File: src/rtl/enc_pkg.sv
// Shared definitions for the sequential 8-to-3 encoder.
// Contents:
//   - WIDTH / IDX_W  : default request-vector and index widths
//   - state_t        : FSM state encoding (IDLE, EMIT)
//   - popcount()     : number of set bits in a vector (up to 64 bits wide)
package enc_pkg;

  localparam int WIDTH = 8;
  localparam int IDX_W = $clog2(WIDTH);

  typedef enum logic [0:0] {
    IDLE = 1'b0,
    EMIT = 1'b1
  } state_t;

  // Callers zero-extend their vector to 64 bits, so one function serves any WIDTH.
  function automatic int unsigned popcount(input logic [63:0] v);
    int unsigned cnt;
    cnt = 0;
    for (int i = 0; i < 64; i++) begin
      if (v[i]) cnt++;
    end
    return cnt;
  endfunction

endpackage

File: src/rtl/prio_enc_8_3.sv
// Combinational priority encoder.
// Ports:
//   vec  in   WIDTH   request vector
//   idx  out  IDX_W   index of the winning set bit (0 when vec == 0)
//   any  out  1       at least one bit of vec is set
// PRIORITY_HIGH = 0 selects the lowest set index, 1 selects the highest.
module prio_enc_8_3
  import enc_pkg::*;
#(
  parameter int WIDTH         = enc_pkg::WIDTH,
  parameter int IDX_W         = $clog2(WIDTH),
  parameter bit PRIORITY_HIGH = 1'b0
) (
  input  logic [WIDTH-1:0] vec,
  output logic [IDX_W-1:0] idx,
  output logic             any
);

  // Scan so that the preferred bit is visited last and overwrites earlier hits.
  always_comb begin
    idx = '0;
    if (PRIORITY_HIGH) begin
      for (int i = 0; i < WIDTH; i++) begin
        if (vec[i]) idx = IDX_W'(i);
      end
    end else begin
      for (int i = WIDTH - 1; i >= 0; i--) begin
        if (vec[i]) idx = IDX_W'(i);
      end
    end
  end

  assign any = |vec;

endmodule

File: src/rtl/encoder_8_3_seq.sv
// Sequential 8-to-3 encoder.
// Captures a multi-hot request vector and emits the index of each set bit, one per
// valid/ready handshake, in priority order.
// Ports:
//   clk        in   1        rising-edge clock
//   rst        in   1        synchronous active-high reset
//   En         in   1        enable; 0 freezes all state and forces valid/done low
//   load       in   1        capture I (accepted only in IDLE)
//   I          in   WIDTH    multi-hot request vector
//   Y          out  IDX_W    index currently offered
//   valid      out  1        Y awaits acceptance
//   ready      in   1        consumer accepts Y on valid & ready at a rising edge
//   busy       out  1        FSM is in EMIT
//   done       out  1        one-cycle pulse once a captured vector is drained
//   remain     out  IDX_W+1  set bits still pending, including the one on Y
//   dbg_state  out  state_t  FSM state for observation
// Handshake: a transfer happens at a rising edge where valid, ready and En are all 1.
// Y, pend and remain are stable while valid=1 and no transfer occurs.
module encoder_8_3_seq
  import enc_pkg::*;
#(
  parameter int WIDTH         = enc_pkg::WIDTH,
  parameter bit PRIORITY_HIGH = 1'b0,
  localparam int IDX_W        = $clog2(WIDTH)
) (
  input  logic             clk,
  input  logic             rst,
  input  logic             En,
  input  logic             load,
  input  logic [WIDTH-1:0] I,
  output logic [IDX_W-1:0] Y,
  output logic             valid,
  input  logic             ready,
  output logic             busy,
  output logic             done,
  output logic [IDX_W:0]   remain,
  output state_t           dbg_state
);

  state_t           state_q, state_d;
  logic [WIDTH-1:0] pend_q, pend_d;
  logic [IDX_W-1:0] y_q, y_d;
  logic             valid_q, valid_d;
  logic             done_q, done_d;
  logic [IDX_W:0]   remain_q, remain_d;

  // Vector the encoder looks at: the freshly loaded I in IDLE, or the pending
  // set with the currently offered bit removed in EMIT. Y is registered, so the
  // encoder must see what pend will hold after this edge.
  logic [WIDTH-1:0] cand;
  logic [IDX_W-1:0] cand_idx;
  logic             cand_any;

  assign cand = (state_q == IDLE) ? I : (pend_q & ~(WIDTH'(1) << y_q));

  prio_enc_8_3 #(
    .WIDTH        (WIDTH),
    .IDX_W        (IDX_W),
    .PRIORITY_HIGH(PRIORITY_HIGH)
  ) u_prio (
    .vec(cand),
    .idx(cand_idx),
    .any(cand_any)
  );

  always_ff @(posedge clk) begin
    if (rst) begin
      state_q  <= IDLE;
      pend_q   <= '0;
      y_q      <= '0;
      valid_q  <= 1'b0;
      done_q   <= 1'b0;
      remain_q <= '0;
    end else begin
      state_q  <= state_d;
      pend_q   <= pend_d;
      y_q      <= y_d;
      valid_q  <= valid_d;
      done_q   <= done_d;
      remain_q <= remain_d;
    end
  end

  always_comb begin
    state_d  = state_q;
    pend_d   = pend_q;
    y_d      = y_q;
    valid_d  = valid_q;
    done_d   = done_q;
    remain_d = remain_q;
    // With En low everything holds, which also keeps a pending done pulse
    // parked until the first enabled edge.
    if (En) begin
      done_d = 1'b0;
      unique case (state_q)
        IDLE: begin
          if (load) begin
            pend_d   = I;
            remain_d = (IDX_W + 1)'(popcount(64'(I)));
            if (cand_any) begin
              state_d = EMIT;
              valid_d = 1'b1;
              y_d     = cand_idx;
            end else begin
              done_d  = 1'b1;
            end
          end
        end
        EMIT: begin
          // load is not examined here, so a load on the final handshake is dropped.
          if (valid_q && ready) begin
            pend_d   = cand;
            remain_d = remain_q - 1'b1;
            if (cand_any) begin
              y_d = cand_idx;
            end else begin
              state_d = IDLE;
              valid_d = 1'b0;
              done_d  = 1'b1;
            end
          end
        end
        default: state_d = IDLE;
      endcase
    end
  end

  assign Y         = y_q;
  assign valid     = valid_q & En;
  assign done      = done_q & En;
  assign busy      = (state_q == EMIT);
  assign remain    = remain_q;
  assign dbg_state = state_q;

endmodule

File: config.mk
export PLATFORM = sky130hd
export DESIGN_NAME = encoder_8_3_seq
export DESIGN_NICKNAME = d
export VERILOG_FILES = /design/src/rtl/enc_pkg.sv /design/src/rtl/prio_enc_8_3.sv /design/src/rtl/encoder_8_3_seq.sv
export SDC_FILE = /design/constraint.sdc
export NUM_CORES = 1
export LEC_CHECK = 0
export CAP_MARGIN = 20
export CORE_ASPECT_RATIO = 1.25
export CORE_MARGIN = 3
export CORE_UTILIZATION = 40
export DETAILED_ROUTE_END_ITERATION = 16
export PLACE_DENSITY = 0.61
export SYNTH_ARGS = -nofsm -noshare
export SYNTH_HDL_FRONTEND = slang
export SYNTH_HIERARCHICAL = 1
export SYNTH_SLANG_ARGS = --single-unit
File: constraint.sdc
create_clock -name clk -period 7.5 [get_ports clk]
set_clock_uncertainty 0.2 [all_clocks]
set_input_delay 2.25 -clock clk [delete_from_list [all_inputs] [get_ports clk]]
set_output_delay 2.25 -clock clk [all_outputs]
set_load 0.02 [all_outputs]
==> metrics.txt <==
Max H-tree Level=1; initial DRC count=roughly 60; Period minus WS final=between 6000 and 7000 ps; Residual DRC=0; Num CTS Buffers=3; Initial Util=0.426; root buffer cell=clkbuf_8; first-pass GRT wire length=6160 um; IO buf count=23; register area=360 um^2; Max Cap Violations=0; Clk Latency, worst-skew pair=250 ps; CTS tree=done; Final GP Congestion=0.825; Hold Crit Class=flop to flop; nets=252; Slew headroom=0.547; syn nets=236; period utilization=0.804; synth top area cells=dfxtp_1 (22%), ha_1 (6.8%), nand2_1 (6.4%), mux2i_1 (4.2%), nand3_1 (3.6%); CTS sink count=18; initial antenna violation count=0; sequential area share after synthesis=0.218; Mapped Cells=214; most frequent cells in the layout=nand2_1 (28), clkdlybuf4s50_1 (23), dfxtp_1 (18); DP HPWL=2730 um; DR WL/cell=12.6 um; pre-CTS setup slack=roughly 1200 ps; synthesized area=1650 um^2; setup TNS=0 ps; Critical Path RT=7450 ps; fillers=412; # hold bufs at CTS=0; Area growth, synth to finish=17.0%; largest net degree at the start of global routing=22; Post-CTS Resized=0; Max Buffers Root-to-Sink=2; Top-Level Pins=24; predominant post-synthesis flop cell=dfxtp_1; layout cells sized above 1=0.0658; RSZ-0062 raised after global routing=false; Multi-input gate area=around 1200 um^2; vias=around 1500; die area=4940 um^2; GRT Total Usage=0.153; Final WS setup=around 1500 ps; vias per cell=5.26; Peak VDD IR=0.0485 mV; flops & latches, synth=18; number of synthesized flops with an enable pin=0; Slew @ Worst Pin=677 ps; num rows=25; critical path class=input port to flop; CP Max Fanout=11; cell taking the most area after synthesis=dfxtp_1; post-synth cell types=52; static leakage=roughly 0.00074 uW; post-synth top area share=0.218; die height=77.9 um; Initial DRT Pass Iterations=4; yosys warns=6; Peak Freq=166 MHz; CORE AREA=3880 um^2; Clock Pin Slew Worst Setup and Hold Paths=70 ps; PwrDens=158 nW/um^2; asr flop ratio synth=0; diode count=0; commonest non-fill, non-tap cell in the layout=nand2_1; vias in the first global route=approximately 1400; WP data arrival=5980 ps; post-CTS setup buffers=0; grt total ovfl=0; Final Max Tran Viols=0; count of final hold-check violations=0; Final ANT Viol Nets=0; status=finished, final reports clean; syn_area_per_cell=between 7 and 8 um^2; startpoint types=input port; die width=63.5 um; WL final=roughly 3600 um; Worst setup EP type=flop; Setup Viol. Count Final=0
[layout make-up]
type,count,share of cell area
sequential,18,0.186
clock buffer,3,0.0214
inverter,14,0.0272
multi-input combinational,169,0.607
tap,54,0.0350
timing repair buffer,24,0.123
[metrics by stage]
stage	instance area, um^2	hold WS, ps	utilization	cells	total power (uW)
5_1_grt	1930	290	0.498	282	328
4_1_cts	1930	271	0.498	282	309
2_1_floorplan	1650	245	-	214	208
3_3_place_gp	1890	260	0.488	279	239
3_5_place_dp	1890	259	0.488	279	240
6_report	1930	269	0.498	282	306
[cell families after synthesis]
family / after synthesis / share of synthesized area
AOI/OAI and AO/OA: 52 / 0.227
xor gates and xnor gates: 13 / 0.0825
and+or+nand+nor: 85 / 0.260
muxes: 10 / 0.0696
buffers and inverters: 27 / 0.0742
adders and majority gates: 9 / 0.0681
DFF: 18 / 0.218
[state kept, by name, indices dropped and copies added (netlist names)]
register / count
remain: 4
busy: 1
valid_q: 1
pend_q: 8
Y: 3
done_q: 1
[final timing paths]
path	cells after the start	to	start	slack, ps
hold / removal	2	done_q$_SDFFE_PP0P_	done_q$_SDFFE_PP0P_	270
setup / recovery	16	remain[1]$_SDFFE_PP0P_	I[0]	1470
hold reg to reg	2	done_q$_SDFFE_PP0P_	done_q$_SDFFE_PP0P_	270
setup reg to reg	8	busy$_SDFFE_PP0P_	busy$_SDFFE_PP0P_	4650
[cell usage after synthesis, types with 4 or more instances]
cell type  count
nor2b_1        6
inv_1         14
xor2_1         5
dfxtp_1       18
a311oi_1       5
o311ai_0       4
ha_1           9
mux2i_1        7
and2_1         4
o21ai_0       12
xnor2_1        6
nand2_1       28
nand3_1       12
a21oi_1       10
nor2_1        16
clkbuf_1       8
[metal layers]
layer	up-vias	global-route usage	wire (um)
li1	796	-	-
met1	665	0.187	1740
met2	18	0.274	1710
met3	5	0.0188	72
met4	0	0.0475	42
met5	-	0	0
[power by group]
group	switching [uW]	leakage [uW]	internal (uW)
clock network	32.7	0.0000216	35.7
logic	69.2	0.000573	59.5
registers	6.93	0.000147	102
[critical path: stages]
cell,delay [ps]
clkdlybuf4s50_1,500
inv_1,80
ha_1,440
xor2_1,220
ha_1,340
xor2_1,150
mux2i_1,180
mux2i_1,440
nor2_1,100
ha_1,300
nand2_1,60
o31ai_1,120
ha_1,320
mux2_2,270
a21oi_1,140
nor2_1,50
Note: power is estimated with default switching activity, not from simulation.
